**src/rtl/alu_mc_pkg.sv**
```systemverilog
// Shared types and constants for the multi-cycle ALU: opcodes, FSM states and
// condition-code bit positions, plus a helper that packs the ZCNV flags.
package alu_mc_pkg;

  typedef enum logic [3:0] {
    OP_ADD   = 4'd0,
    OP_SUB   = 4'd1,
    OP_AND   = 4'd2,
    OP_OR    = 4'd3,
    OP_XOR   = 4'd4,
    OP_PASSA = 4'd5,
    OP_MUL   = 4'd6,
    OP_DIVU  = 4'd7,
    OP_SHLN  = 4'd8,
    OP_LSHRN = 4'd9,
    OP_ASHRN = 4'd10
  } alu_mc_op_t;

  typedef enum logic [1:0] {
    IDLE = 2'd0,
    RUN  = 2'd1,
    FIN  = 2'd2
  } alu_mc_state_t;

  localparam int Z_BIT = 3;
  localparam int C_BIT = 2;
  localparam int N_BIT = 1;
  localparam int V_BIT = 0;

  function automatic logic [3:0] mk_cc(input logic z, input logic c,
                                       input logic n, input logic v);
    logic [3:0] cc;
    cc        = '0;
    cc[Z_BIT] = z;
    cc[C_BIT] = c;
    cc[N_BIT] = n;
    cc[V_BIT] = v;
    return cc;
  endfunction

endpackage

```
**src/rtl/alu_mc_step.sv**
```systemverilog
// One iteration of the multi-cycle datapath: shift-add multiply step, restoring
// divide step, or a single-bit shift of the working register mq.
module alu_mc_step
  import alu_mc_pkg::*;
#(
  parameter int WIDTH = 16
) (
  input  alu_mc_op_t       op_i,
  input  logic [WIDTH-1:0] acc_i,
  input  logic [WIDTH-1:0] mq_i,
  input  logic [WIDTH-1:0] b_i,
  output logic [WIDTH-1:0] acc_o,
  output logic [WIDTH-1:0] mq_o,
  output logic             c_o
);

  logic [WIDTH:0] sum;
  logic [WIDTH:0] r_sh;
  logic [WIDTH:0] diff;

  always_comb begin
    acc_o = acc_i;
    mq_o  = mq_i;
    c_o   = 1'b0;
    sum   = {1'b0, acc_i} + {1'b0, b_i};
    r_sh  = {acc_i, mq_i[WIDTH-1]};
    diff  = r_sh - {1'b0, b_i};
    case (op_i)
      // {acc,mq} is the double-width product; multiplier bits retire from mq[0]
      OP_MUL: begin
        if (mq_i[0]) {acc_o, mq_o} = {sum, mq_i[WIDTH-1:1]};
        else         {acc_o, mq_o} = {1'b0, acc_i, mq_i[WIDTH-1:1]};
      end
      // acc holds the partial remainder; quotient bits shift into mq[0]
      OP_DIVU: begin
        if (!diff[WIDTH]) begin
          acc_o = diff[WIDTH-1:0];
          mq_o  = {mq_i[WIDTH-2:0], 1'b1};
        end else begin
          acc_o = r_sh[WIDTH-1:0];
          mq_o  = {mq_i[WIDTH-2:0], 1'b0};
        end
      end
      OP_SHLN: begin
        c_o  = mq_i[WIDTH-1];
        mq_o = {mq_i[WIDTH-2:0], 1'b0};
      end
      OP_LSHRN: begin
        c_o  = mq_i[0];
        mq_o = {1'b0, mq_i[WIDTH-1:1]};
      end
      OP_ASHRN: begin
        c_o  = mq_i[0];
        mq_o = {mq_i[WIDTH-1], mq_i[WIDTH-1:1]};
      end
      default: ;
    endcase
  end

endmodule

```
**src/rtl/alu_mc.sv**
```systemverilog
// Multi-cycle ALU: single-step ops finish in one cycle, MUL/DIVU/shifts iterate
// through alu_mc_step; results and ZCNV are registered on the done edge.
module alu_mc
  import alu_mc_pkg::*;
#(
  parameter int WIDTH = 16,
  parameter int SHW   = $clog2(WIDTH)
) (
  input  logic             clock,
  input  logic             reset_L,
  input  logic             start,
  input  alu_mc_op_t       opcode,
  input  logic [WIDTH-1:0] inA,
  input  logic [WIDTH-1:0] inB,
  output logic             busy,
  output logic             done,
  output logic [WIDTH-1:0] out,
  output logic [WIDTH-1:0] out_hi,
  output logic [3:0]       condCodes
);

  localparam logic [SHW:0] CNT_ONE  = 1;
  localparam logic [SHW:0] CNT_FULL = WIDTH[SHW:0];

  alu_mc_state_t    state_q, state_d;
  alu_mc_op_t       op_q, op_d, op_eff;
  logic [SHW:0]     cnt_q, cnt_d, iter;
  logic [WIDTH-1:0] acc_q, acc_d, mq_q, mq_d, b_q, b_d;
  logic [WIDTH-1:0] out_q, out_d, out_hi_q, out_hi_d;
  logic [3:0]       cc_q, cc_d;

  logic [WIDTH-1:0] acc_nx, mq_nx;
  logic             c_nx;
  logic [WIDTH:0]   sum_ext, dif_ext;
  logic [WIDTH-1:0] res1, hi1;
  logic             c1, v1, is_shift, multi, c_fin;

  alu_mc_step #(.WIDTH(WIDTH)) u_step (
    .op_i  (op_q),
    .acc_i (acc_q),
    .mq_i  (mq_q),
    .b_i   (b_q),
    .acc_o (acc_nx),
    .mq_o  (mq_nx),
    .c_o   (c_nx)
  );

  // Decode and single-step results, computed straight from the input operands
  always_comb begin
    op_eff   = (opcode > OP_ASHRN) ? OP_PASSA : opcode;
    is_shift = (op_eff == OP_SHLN) || (op_eff == OP_LSHRN) || (op_eff == OP_ASHRN);
    multi    = (op_eff == OP_MUL) || ((op_eff == OP_DIVU) && (inB != '0)) ||
               (is_shift && (inB[SHW-1:0] != '0));
    iter     = ((op_eff == OP_MUL) || (op_eff == OP_DIVU)) ? CNT_FULL
                                                           : {1'b0, inB[SHW-1:0]};
    sum_ext  = {1'b0, inA} + {1'b0, inB};
    dif_ext  = {1'b0, inA} - {1'b0, inB};
    res1     = inA;
    hi1      = '0;
    c1       = 1'b0;
    v1       = 1'b0;
    case (op_eff)
      OP_ADD: begin
        res1 = sum_ext[WIDTH-1:0];
        c1   = sum_ext[WIDTH];
        v1   = (inA[WIDTH-1] == inB[WIDTH-1]) && (res1[WIDTH-1] != inA[WIDTH-1]);
      end
      OP_SUB: begin
        res1 = dif_ext[WIDTH-1:0];
        c1   = dif_ext[WIDTH];
        v1   = (inA[WIDTH-1] != inB[WIDTH-1]) && (res1[WIDTH-1] != inA[WIDTH-1]);
      end
      OP_AND: res1 = inA & inB;
      OP_OR:  res1 = inA | inB;
      OP_XOR: res1 = inA ^ inB;
      OP_DIVU: begin
        res1 = '1;
        hi1  = inA;
        c1   = 1'b1;
      end
      default: ;
    endcase
  end

  always_comb begin
    state_d  = state_q;
    op_d     = op_q;
    cnt_d    = cnt_q;
    acc_d    = acc_q;
    mq_d     = mq_q;
    b_d      = b_q;
    out_d    = out_q;
    out_hi_d = out_hi_q;
    cc_d     = cc_q;
    c_fin    = (op_q == OP_MUL) ? (acc_nx != '0) : (op_q == OP_DIVU) ? 1'b0 : c_nx;
    case (state_q)
      IDLE: begin
        if (start) begin
          op_d  = op_eff;
          b_d   = inB;
          mq_d  = inA;
          acc_d = '0;
          cnt_d = iter;
          if (multi) begin
            state_d = RUN;
          end else begin
            state_d  = FIN;
            out_d    = res1;
            out_hi_d = hi1;
            cc_d     = mk_cc(res1 == '0, c1, res1[WIDTH-1], v1);
          end
        end
      end
      RUN: begin
        acc_d = acc_nx;
        mq_d  = mq_nx;
        cnt_d = cnt_q - CNT_ONE;
        if (cnt_q == CNT_ONE) begin
          state_d  = FIN;
          out_d    = mq_nx;
          out_hi_d = ((op_q == OP_MUL) || (op_q == OP_DIVU)) ? acc_nx : '0;
          cc_d     = mk_cc(mq_nx == '0, c_fin, mq_nx[WIDTH-1], 1'b0);
        end
      end
      FIN:     state_d = IDLE;
      default: state_d = IDLE;
    endcase
  end

  always_ff @(posedge clock) begin
    if (!reset_L) begin
      state_q  <= IDLE;
      op_q     <= OP_PASSA;
      cnt_q    <= '0;
      acc_q    <= '0;
      mq_q     <= '0;
      b_q      <= '0;
      out_q    <= '0;
      out_hi_q <= '0;
      cc_q     <= '0;
    end else begin
      state_q  <= state_d;
      op_q     <= op_d;
      cnt_q    <= cnt_d;
      acc_q    <= acc_d;
      mq_q     <= mq_d;
      b_q      <= b_d;
      out_q    <= out_d;
      out_hi_q <= out_hi_d;
      cc_q     <= cc_d;
    end
  end

  assign busy      = (state_q != IDLE);
  assign done      = (state_q == FIN);
  assign out       = out_q;
  assign out_hi    = out_hi_q;
  assign condCodes = cc_q;

endmodule

```
**config.mk**
```make
export PLATFORM = sky130hd
export DESIGN_NAME = alu_mc
export DESIGN_NICKNAME = d
export VERILOG_FILES = /design/src/rtl/alu_mc_pkg.sv /design/src/rtl/alu_mc_step.sv /design/src/rtl/alu_mc.sv
export SDC_FILE = /design/constraint.sdc
export NUM_CORES = 1
export LEC_CHECK = 0
export BUFFER_PORTS_ARGS = -buffer_cell sky130_fd_sc_hd__buf_2
export CORE_ASPECT_RATIO = 0.8
export CORE_UTILIZATION = 55
export DETAILED_ROUTE_END_ITERATION = 16
export GPL_TIMING_DRIVEN = 0
export MAX_ROUTING_LAYER = met4
export PLACE_DENSITY = 0.74
export SLEW_MARGIN = 20
export SYNTH_ARGS = -nofsm -noshare
export SYNTH_HDL_FRONTEND = slang
export SYNTH_SLANG_ARGS = --single-unit
```
**constraint.sdc**
```tcl
create_clock -name clock -period 9.8 [get_ports clock]
set_clock_uncertainty 0.2 [all_clocks]
set_input_delay 0.98 -clock clock [delete_from_list [all_inputs] [get_ports clock]]
set_output_delay 0.98 -clock clock [all_outputs]
set_load 0.02 [all_outputs]
```
==> qor.csv <==
metric;value;unit
Synth top area share;20.5;%
Fmax;202;MHz
Initial Util;57.3;%
Peak VDD IR;0.0000867;V
CTS tree;yes;
final setup fails;0;
routability congestion estimate;1.01;
Core ar.;16000;sq um
initial DRC count;1665;
pre-CTS setup slack;5.04;ns
Yosys Warn Count;0;
r2r worst-path depth;14;
Max Used Layer;met4;
CP most frequent cell;a21oi_1;
slew margin rel.;16.4;%
Worst Slack Setup Final;4.85;ns
gr usage total;42.1;%
Post-synth EDFFs;0;
worst hold stages;2;
Crit path depth;14;
WS Path Type;register to register;
Final nets;1466;
Post-DP HPWL;28100;microns
share of cells above drive strength 1;9.90;%
Residual DRC;0;
Remaining Overflow, GRT;0;
clock tree buffer depth;2;
vias;10500;
synthesized area;9170;sq um
CP Capture Type;register;
Die Area;17200;sq um
IO Pins;77;
ANT nets after route;0;
clock slew seen by the registers of the worst setup and hold paths;0.07;ns
met2 WL;13500;microns
list of most frequent post-synthesis cells;a21oi_1 (139), nand2_1 (137), nor2_1 (121);
mean routed wirelength per cell;22.9;microns
largest net degree at the start of global routing;15;
Post-synth ARST share;0;%
met1 WL;16200;microns
largest area contributor in the netlist;dfxtp_1;
Syn Nets;1383;
flops & latches, synth;94;
sequential area share after synthesis;20.5;%
WHS Endpoint;out[0]$_SDFFE_PN0P_;
Worst Setup Start Kind;register;
first-pass GRT wire length;54300;microns
CP Buf/Inv Count;3;
Post-Syn Instances;1258;
fin. max-slew vios;0;
unrepaired setup endpoints after global routing;no;
ANT cells;0;
min cycle time layout;4.95;ns
Die Ht;117;microns
area growth from synthesis to final layout;10.5;%
most common flop cell mapped by yosys;dfxtp_1;
Root Driver;clkbuf_16;
Final period util;50.5;%
syn avg cell area;7.29;sq um
status;completed;
# hold bufs at CTS;0;
P per Cell Area;129;nW/um^2
antenna violations before repair;0;
WP data required;9.82;ns
worst reg2reg startpoint;mq_q[15]$_SDFFE_PN0P_;
crit-path leading delay family;compound AO/OA/AOI/OAI gates;
IO buf count;72;
post_cts resized;0;
slowest cell delay on critical path;0.73;ns
Critical Path, Cell by Cell;inv_1 > ha_1 > fa_1 > nand2b_1 > a21oi_1 > o211ai_1 > a2111o_1 > nand2_1 > buf_4 > buf_2 > a21oi_1 > a221oi_1 > and4b_1 > a41oi_1;
htree depth;3;
clk sinks;94;
drt pass-1 iters;6;
top-count cell post-synth;a21oi_1;
number of global-route vias before repair;9223;
largest cells by area after synthesis;dfxtp_1 (21%), ha_1 (11%), a21oi_1 (7.6%), nand2_1 (5.6%), nor2_1 (5.0%);
fin util;63.3;%
Netlist cell types;94;
vias per cell;6.76;
crit path max fanout;10;
HP Start;out[0]$_SDFFE_PN0P_;
cell row count;41;
Clock Latency Late Sink;0.36;ns
Fin. Hold Viols;0;
setup tns final;0;ns
Leakage;4.26;nW
HP Class;register to register;
# fillers;1531;
Worst Max-Slew Pin Slew;1.24;ns
r2r endpoint;condCodes[2]$_SDFFE_PN0P_;
Die W;146;microns
WL met3;5310;microns
max cap viols;0;
CP arrival;4.96;ns
slowest stage cell, crit path;a221oi_1;
total CTS buffers;9;
r2r setup slk;4.85;ns
Post-Route WL;35700;microns
postcts setup bufs;0;
[worst max path at each step]
stage	startpoint	to	slack, ns
3_5_place_dp	opcode[0]	condCodes[3]$_SDFFE_PN0P_	5.04
5_1_grt	mq_q[15]$_SDFFE_PN0P_	condCodes[2]$_SDFFE_PN0P_	4.77
2_1_floorplan	inA[0]	condCodes[3]$_SDFFE_PN0P_	5.76
6_report	mq_q[15]$_SDFFE_PN0P_	condCodes[2]$_SDFFE_PN0P_	4.85
4_1_cts	mq_q[15]$_SDFFE_PN0P_	condCodes[2]$_SDFFE_PN0P_	5.11
3_3_place_gp	opcode[0]	condCodes[3]$_SDFFE_PN0P_	5.07
[metrics by stage]
step / total power [mW] / instances / instance area, sq um / hold slack [ns]
after detailed placement: 0.891 / 1545 / 9800 / 0.249
after global routing: 1.35 / 1559 / 10100 / 0.283
final: 1.30 / 1559 / 10100 / 0.253
after global placement: 0.887 / 1545 / 9800 / 0.235
after floorplan: 0.747 / 1258 / 9170 / 0.253
after CTS: 1.28 / 1559 / 10100 / 0.258
[sequential cells by signal, indices dropped and copies added, names as in the netlist]
| register | flops |
|---|---|
| out_hi | 16 |
| condCodes | 4 |
| state_q | 2 |
| mq_q | 16 |
| op_q | 4 |
| b_q | 16 |
| cnt_q | 5 |
| acc_q | 16 |
| out | 15 |
[routing by layer]
layer | vias up | track usage [%]
met5 | - | -
li1 | 4768 | -
met2 | 760 | 54.5
met1 | 4936 | 62.7
met3 | 74 | 12.5
met4 | 0 | 8.92
[cell usage in the layout (no fill, tap or decap), types with 13 or more instances in the layout]
cell type  instances
buf_2             84
nor2_1           121
a21oi_1          139
a22oi_1           24
o21a_1            13
o21ai_0           59
nor3_1            25
and2_1            14
and3_1            15
a31oi_1           13
a221oi_1          17
a21o_1            17
nand2b_1          19
ha_1              82
dfxtp_1           94
clkbuf_1          52
nand2_1          137
a211oi_1          17
inv_1             74
nand3_1           31
o211ai_1          15
xnor2_1           25
a221o_1           18
mux2i_1           14
[cell families (layout without fill, tap and decap cells)]
kind of cell | count (synthesis) | count (layout) | synth area share (%)
DFF | 94 | 94 | 20.5
xor gates and xnor gates | 37 | 37 | 3.53
muxes | 17 | 17 | 1.90
buffers and inverters | 158 | 244 | 7.08
adders and majority gates | 86 | 86 | 12.1
and+or+nand+nor | 426 | 426 | 22.0
AOI/OAI and AO/OA | 440 | 440 | 32.9
[worst reg2reg max path, delay by kind of cell (launching register included)]
kind / cells / cell delay (ns)
buffers and inverters: 3 / 0.62
and+or+nand+nor: 3 / 0.59
AOI/OAI and AO/OA: 6 / 2.17
DFF: 1 / 0.57
adders and majority gates: 2 / 0.65
[power by group]
part           switching (mW)  internal (mW)  total, mW
Combinational           0.308          0.163      0.470
Clock                   0.155          0.246      0.400
Sequential             0.0246          0.409      0.434
[cell type report]
cell class	instances	area, sq um	area share, %
multi-input cells	1006	6640	65.6
flip-flops and latches	94	1880	18.6
plain buffers	82	364	3.59
repair buffers	72	360	3.56
inverters	76	285	2.82
well taps	215	269	2.66
clock buffers	9	225	2.22
clock inverters	5	100	0.988
No activity file was read; power rests on OpenSTA's default activity.
